`src/rtl/rd_xbar.sv`:
```
// Read-channel crossbar: one LSU master, CLINT and memory slaves, plus an internal
// decode-error responder. One transaction in flight; the response is buffered until accepted.
`timescale 1ns/1ps
module rd_xbar #(
  parameter logic [31:0] CLINT_BASE = 32'h0200_0000,
  parameter logic [31:0] CLINT_MASK = 32'hFFFF_0000,
  parameter logic [31:0] MEM_BASE   = 32'h8000_0000,
  parameter logic [31:0] MEM_MASK   = 32'hF800_0000
) (
  input  logic        clock,
  input  logic        reset,
  // master read port
  input  logic        m_arvalid,
  output logic        m_arready,
  input  logic [31:0] m_araddr,
  output logic        m_rvalid,
  input  logic        m_rready,
  output logic [31:0] m_rdata,
  output logic [1:0]  m_rresp,
  // CLINT slave
  output logic        clint_arvalid,
  input  logic        clint_arready,
  output logic [31:0] clint_araddr,
  input  logic        clint_rvalid,
  output logic        clint_rready,
  input  logic [31:0] clint_rdata,
  // memory slave
  output logic        mem_arvalid,
  input  logic        mem_arready,
  output logic [31:0] mem_araddr,
  input  logic        mem_rvalid,
  output logic        mem_rready,
  input  logic [31:0] mem_rdata,
  input  logic [1:0]  mem_rresp
);

  typedef enum logic [1:0] {S_IDLE, S_AR, S_R, S_RESP} state_e;
  typedef enum logic [1:0] {T_ERR, T_CLINT, T_MEM} tgt_e;

  localparam logic [1:0] RESP_OKAY   = 2'b00;
  localparam logic [1:0] RESP_DECERR = 2'b11;

  state_e      state_q;
  tgt_e        tgt_q;
  tgt_e        tgt_d;
  logic [31:0] addr_q;
  logic [31:0] rdata_q;
  logic [1:0]  rresp_q;

  logic sel_arready;
  logic sel_rvalid;

  // CLINT wins when the two regions overlap.
  function automatic tgt_e decode(input logic [31:0] addr);
    if ((addr & CLINT_MASK) == CLINT_BASE)    return T_CLINT;
    else if ((addr & MEM_MASK) == MEM_BASE)   return T_MEM;
    else                                      return T_ERR;
  endfunction

  always_comb begin
    tgt_d       = decode(m_araddr);
    sel_arready = (tgt_q == T_MEM) ? mem_arready : clint_arready;
    sel_rvalid  = (tgt_q == T_MEM) ? mem_rvalid  : clint_rvalid;
  end

  // NOTE: non-blocking assignments throughout the sequential block so every register
  // samples pre-edge values; the data buffers are reset too, so a dropped transaction
  // never leaves stale data visible on m_rdata.
  always_ff @(posedge clock or negedge reset) begin
    if (!reset) begin
      state_q <= S_IDLE;
      tgt_q   <= T_ERR;
      addr_q  <= '0;
      rdata_q <= '0;
      rresp_q <= '0;
    end else begin
      case (state_q)
        S_IDLE: begin
          if (m_arvalid) begin
            addr_q <= m_araddr;
            tgt_q  <= tgt_d;
            if (tgt_d == T_ERR) begin
              rdata_q <= '0;
              rresp_q <= RESP_DECERR;
              state_q <= S_RESP;
            end else begin
              state_q <= S_AR;
            end
          end
        end
        S_AR: begin
          if (sel_arready) state_q <= S_R;
        end
        S_R: begin
          // Capture on the first rvalid cycle; single-cycle pulses are never missed.
          if (sel_rvalid) begin
            rdata_q <= (tgt_q == T_MEM) ? mem_rdata : clint_rdata;
            rresp_q <= (tgt_q == T_MEM) ? mem_rresp : RESP_OKAY;
            state_q <= S_RESP;
          end
        end
        S_RESP: begin
          if (m_rready) state_q <= S_IDLE;
        end
        default: state_q <= S_IDLE;
      endcase
    end
  end

  // Reset forces IDLE, so gate ready with reset to keep it low while reset is held.
  assign m_arready     = reset && (state_q == S_IDLE);
  assign m_rvalid      = (state_q == S_RESP);
  assign m_rdata       = rdata_q;
  assign m_rresp       = rresp_q;

  assign clint_arvalid = (state_q == S_AR) && (tgt_q == T_CLINT);
  assign mem_arvalid   = (state_q == S_AR) && (tgt_q == T_MEM);
  assign clint_araddr  = addr_q;
  assign mem_araddr    = addr_q;
  assign clint_rready  = (state_q == S_R) && (tgt_q == T_CLINT);
  assign mem_rready    = (state_q == S_R) && (tgt_q == T_MEM);

endmodule

```
`config.mk`:
```
export PLATFORM = sky130hd
export DESIGN_NAME = rd_xbar
export DESIGN_NICKNAME = d
export VERILOG_FILES = /design/src/rtl/rd_xbar.sv
export SDC_FILE = /design/constraint.sdc
export NUM_CORES = 1
export LEC_CHECK = 0
export CAP_MARGIN = 20
export CORE_ASPECT_RATIO = 1.75
export CORE_UTILIZATION = 42
export CTS_CLUSTER_SIZE = 12
export DETAILED_ROUTE_END_ITERATION = 10
export PLACE_DENSITY = 0.87
export SETUP_SLACK_MARGIN = 0.4
export SLEW_MARGIN = 20
export SYNTH_ARGS = -nofsm -noshare
export SYNTH_HDL_FRONTEND = slang
export SYNTH_SLANG_ARGS = --single-unit
```
`constraint.sdc`:
```
create_clock -name clock -period 4.5 [get_ports clock]
set_input_delay 0.45 -clock clock [delete_from_list [all_inputs] [get_ports clock]]
set_output_delay 0.45 -clock clock [all_outputs]
set_load 0.01 [all_outputs]
```
==> results by group <==
Power and ir drop
  • Int Pwr: 2.49 mW
  • Combinational share of power: around 53%
  • Sw Pwr: between 1 and 1.5 mW
  • Switching Fraction: approximately 33%
  • Pwr dens: about 630 nW/um^2
  • Leakage: ~2.6 nW
  • Clock power frac: between 10% and 20%
  • Share of power burned in registers: between 20% and 30%
  • Pwr Total: about 3.7 mW
  • Max VDD drop: 0.526 mV

GRT
  • Number of global-route vias before repair: about 3200
  • First-pass GRT wire length: roughly 15 mm
  • Initial antenna violation count: 0
  • Grt peak-use layer: met2
  • Grt ovf: 0
  • Global-route usage over all layers: between 20 and 25%
  • Routing usage on met2: 38.4%
  • Routing usage on met3: between 5 and 6%
  • Largest net degree at the start of global routing: between 70 and 80
  • GR Util met1: 24.3%

STA
  • Tcrit/Tclk final: between 50% and 60%
  • Least-Margin Pin Slew: ~900 ps
  • Setup Skew: 4.03 ps
  • Fmax: around 380 MHz
  • Fin. max-slew vios: 0
  • Final setup TNS: 0 ps
  • Final Setup Violations: 0
  • Final hold violations: 0
  • Post-layout min period: ~2600 ps
  • Relative slew slack: between 40% and 50%
  • RSZ-0062 raised after global routing: no

Yosys
  • Syn Nets: ~440
  • Mapped Cells: 330
  • Post-synth cell types: 30
  • Post-synth ARST share: 100%
  • Sequential-to-total area share from yosys stat: 47.2%
  • Top post-synthesis cells by area: dfrtp_1, mux2_4, mux2_2
  • Leading register cell type out of synthesis: dfrtp_1
  • Post-synth top area cell: dfrtp_1
  • Synthesized cell area: ~3700 sq um
  • Post-synth top cells: dfrtp_1, nand2_1, mux2_2, a21oi_1, buf_4
  • Flop and latch count out of synthesis: 70
  • Avg Cell Area, Syn: 11.2 sq um
  • Top cell type's share of synthesized area: between 40% and 50%
  • Synth warn: 0
  • Post-synth EDFFs: 0

CTS
  • Post-CTS Setup Bufs: 0
  • Clk root buf: clkbuf_16
  • Clock latency on the worst-skew pair: between 300 and 400 ps
  • Post-CTS resize count: 0
  • TritonCTS clock tree: done
  • CTS sink count: 70
  • CTS buffer count: 9
  • Clock Tree Buf Depth: 2
  • H-tree depth: 3
  • Clock-pin slew on the worst setup and hold paths: 60 ps
  • Post-CTS Hold Fix Bufs: 0

Worst setup path
  • Critical Path RT: 4050 ps
  • CP Max Fanout: 37
  • WP data arrival: between 2000 and 2500 ps
  • Crit. End Element: output pin
  • WS Path Type: flop to output pin
  • CP Launch Type: flop

Die
  • DIE AREA: a little over 9000 sq um
  • Cell Rows: between 40 and 50
  • Starting Density: ~43%
  • Core area: 8610 sq um
  • Chip height: about 130 um
  • Die W: ~73 um
  • I/O Pins: 210

Layout
  • Layout cells sized above 1: 17.3%
  • # diodes: 0
  • Fillcell total: 642
  • Syn-to-layout area delta: 59.0%
  • Layout Nets: just over 600
  • Final Core Density: approximately two thirds

Route
  • Avg Vias per Cell: slightly below 5
  • 1st-pass router iterations: 4
  • DRT Wirelength: between 9 and 10 mm
  • Antenna Nets Post-Route: 0
  • Post-route DRC: 0
  • Total via count in the routed design: ~3100
  • Initial drt markers: 120
  • Routed WL per cell: about 16 um

Min path
  • HP Class: primary input to asynchronous set/reset pin

Outcome
  • Status: finished, final reports clean

Placement
  • HPWL after DPL: slightly above 7 mm
  • PortBufs: about 210
  • Gpl congestion: between 0.7 and 0.8

Flow run
  • Max cap viols: 0
## worst max-delay path, cell delays in order (launching register included)
cell and delay [ps]:
dfrtp_1 400, inv_1 140, ha_1 210, inv_1 70, buf_4 250, nor3b_1 220, clkdlybuf4s50_1 580
## power groups by stage
stage	sequential, mW	clock, mW	combinational (mW)
final	1.05	0.699	1.98
after global routing	1.08	0.745	2.10
after CTS	1.05	0.716	2.00
after detailed placement	1.06	0	1.99
after global placement	1.04	0	1.93
after floorplan	1.14	0	1.15
## layout by cell type (no fill, tap or decap), drive strengths merged, types with 3 or more instances in the layout
master         synthesis  final
a21oi                 34     34
clkinv                 0      3
buf                   38      5
ha                     5      5
mux2                  64     64
clkdlybuf4s50          0    208
nand2                 70     70
clkbuf                11      9
dfrtp                 70     70
inv                    7      7
nor4                   3      3
clkinvlp               0      3
mux2i                  5      5
## metal layers
layer / wire [um] / part of all wire (%)
met4: 314 / 3.2
met5: 0 / 0
met1: 3610 / 37
met2: 5290 / 54
met3: 581 / 5.9
## through the flow
step | area (sq um) | std cells | setup slack (ps) | hold slack (ps)
after floorplan | 3710 | 330 | 2650 | 154
after global placement | 5600 | 609 | 1780 | 489
after detailed placement | 5600 | 609 | 1650 | 494
after CTS | 5900 | 625 | 1830 | 279
after global routing | 5900 | 625 | 1700 | 329
final | 5900 | 625 | 1860 | 257
## final timing paths
| path | to | startpoint | slack (ps) | cells past startpoint |
|---|---|---|---|---|
| max | clint_rready | state_q[0] | 1860 | 6 |
| min | m_rdata[0] | reset | 260 | 1 |
| max reg2reg | m_rdata[26] | state_q[0] | 2150 | 6 |
| min reg2reg | m_rdata[27] | m_rdata[27] | 510 | 1 |
| max in group asynchronous | clint_araddr[5] | reset | 3670 | 1 |
| min in group clock | m_rdata[27] | m_rdata[27] | 510 | 1 |
## final cells by class
class / count / area, sq um / area share, %
clock buffer: 9 / 225 / 3.81
clock inverter: 7 / 75.1 / 1.27
inverter: 7 / 26.3 / 0.445
multi-input combinational: 202 / 1560 / 26.4
sequential: 70 / 1750 / 29.7
tap: 117 / 146 / 2.48
timing repair buffer: 213 / 2120 / 35.9
## registers in the layout (all words and copies together), names as in the netlist
register,flops
clint_araddr,32
state_q,2
m_rdata,32
m_rresp,2
tgt_q,2
## cells by family (layout without fill, tap and decap cells)
logic type               Yosys count  after routing  share of synthesized area, %
buffers and inverters             58            236                          11.1
adder cells (fa/ha/maj)            5              5                          1.69
AND/OR/NAND/NOR                   85             85                          10.1
AO/OA/AOI/OAI                     43             43                          6.34
flip-flops                        70             70                          47.2
multiplexers                      69             69                          23.6
(Power assumes the default switching activity.)
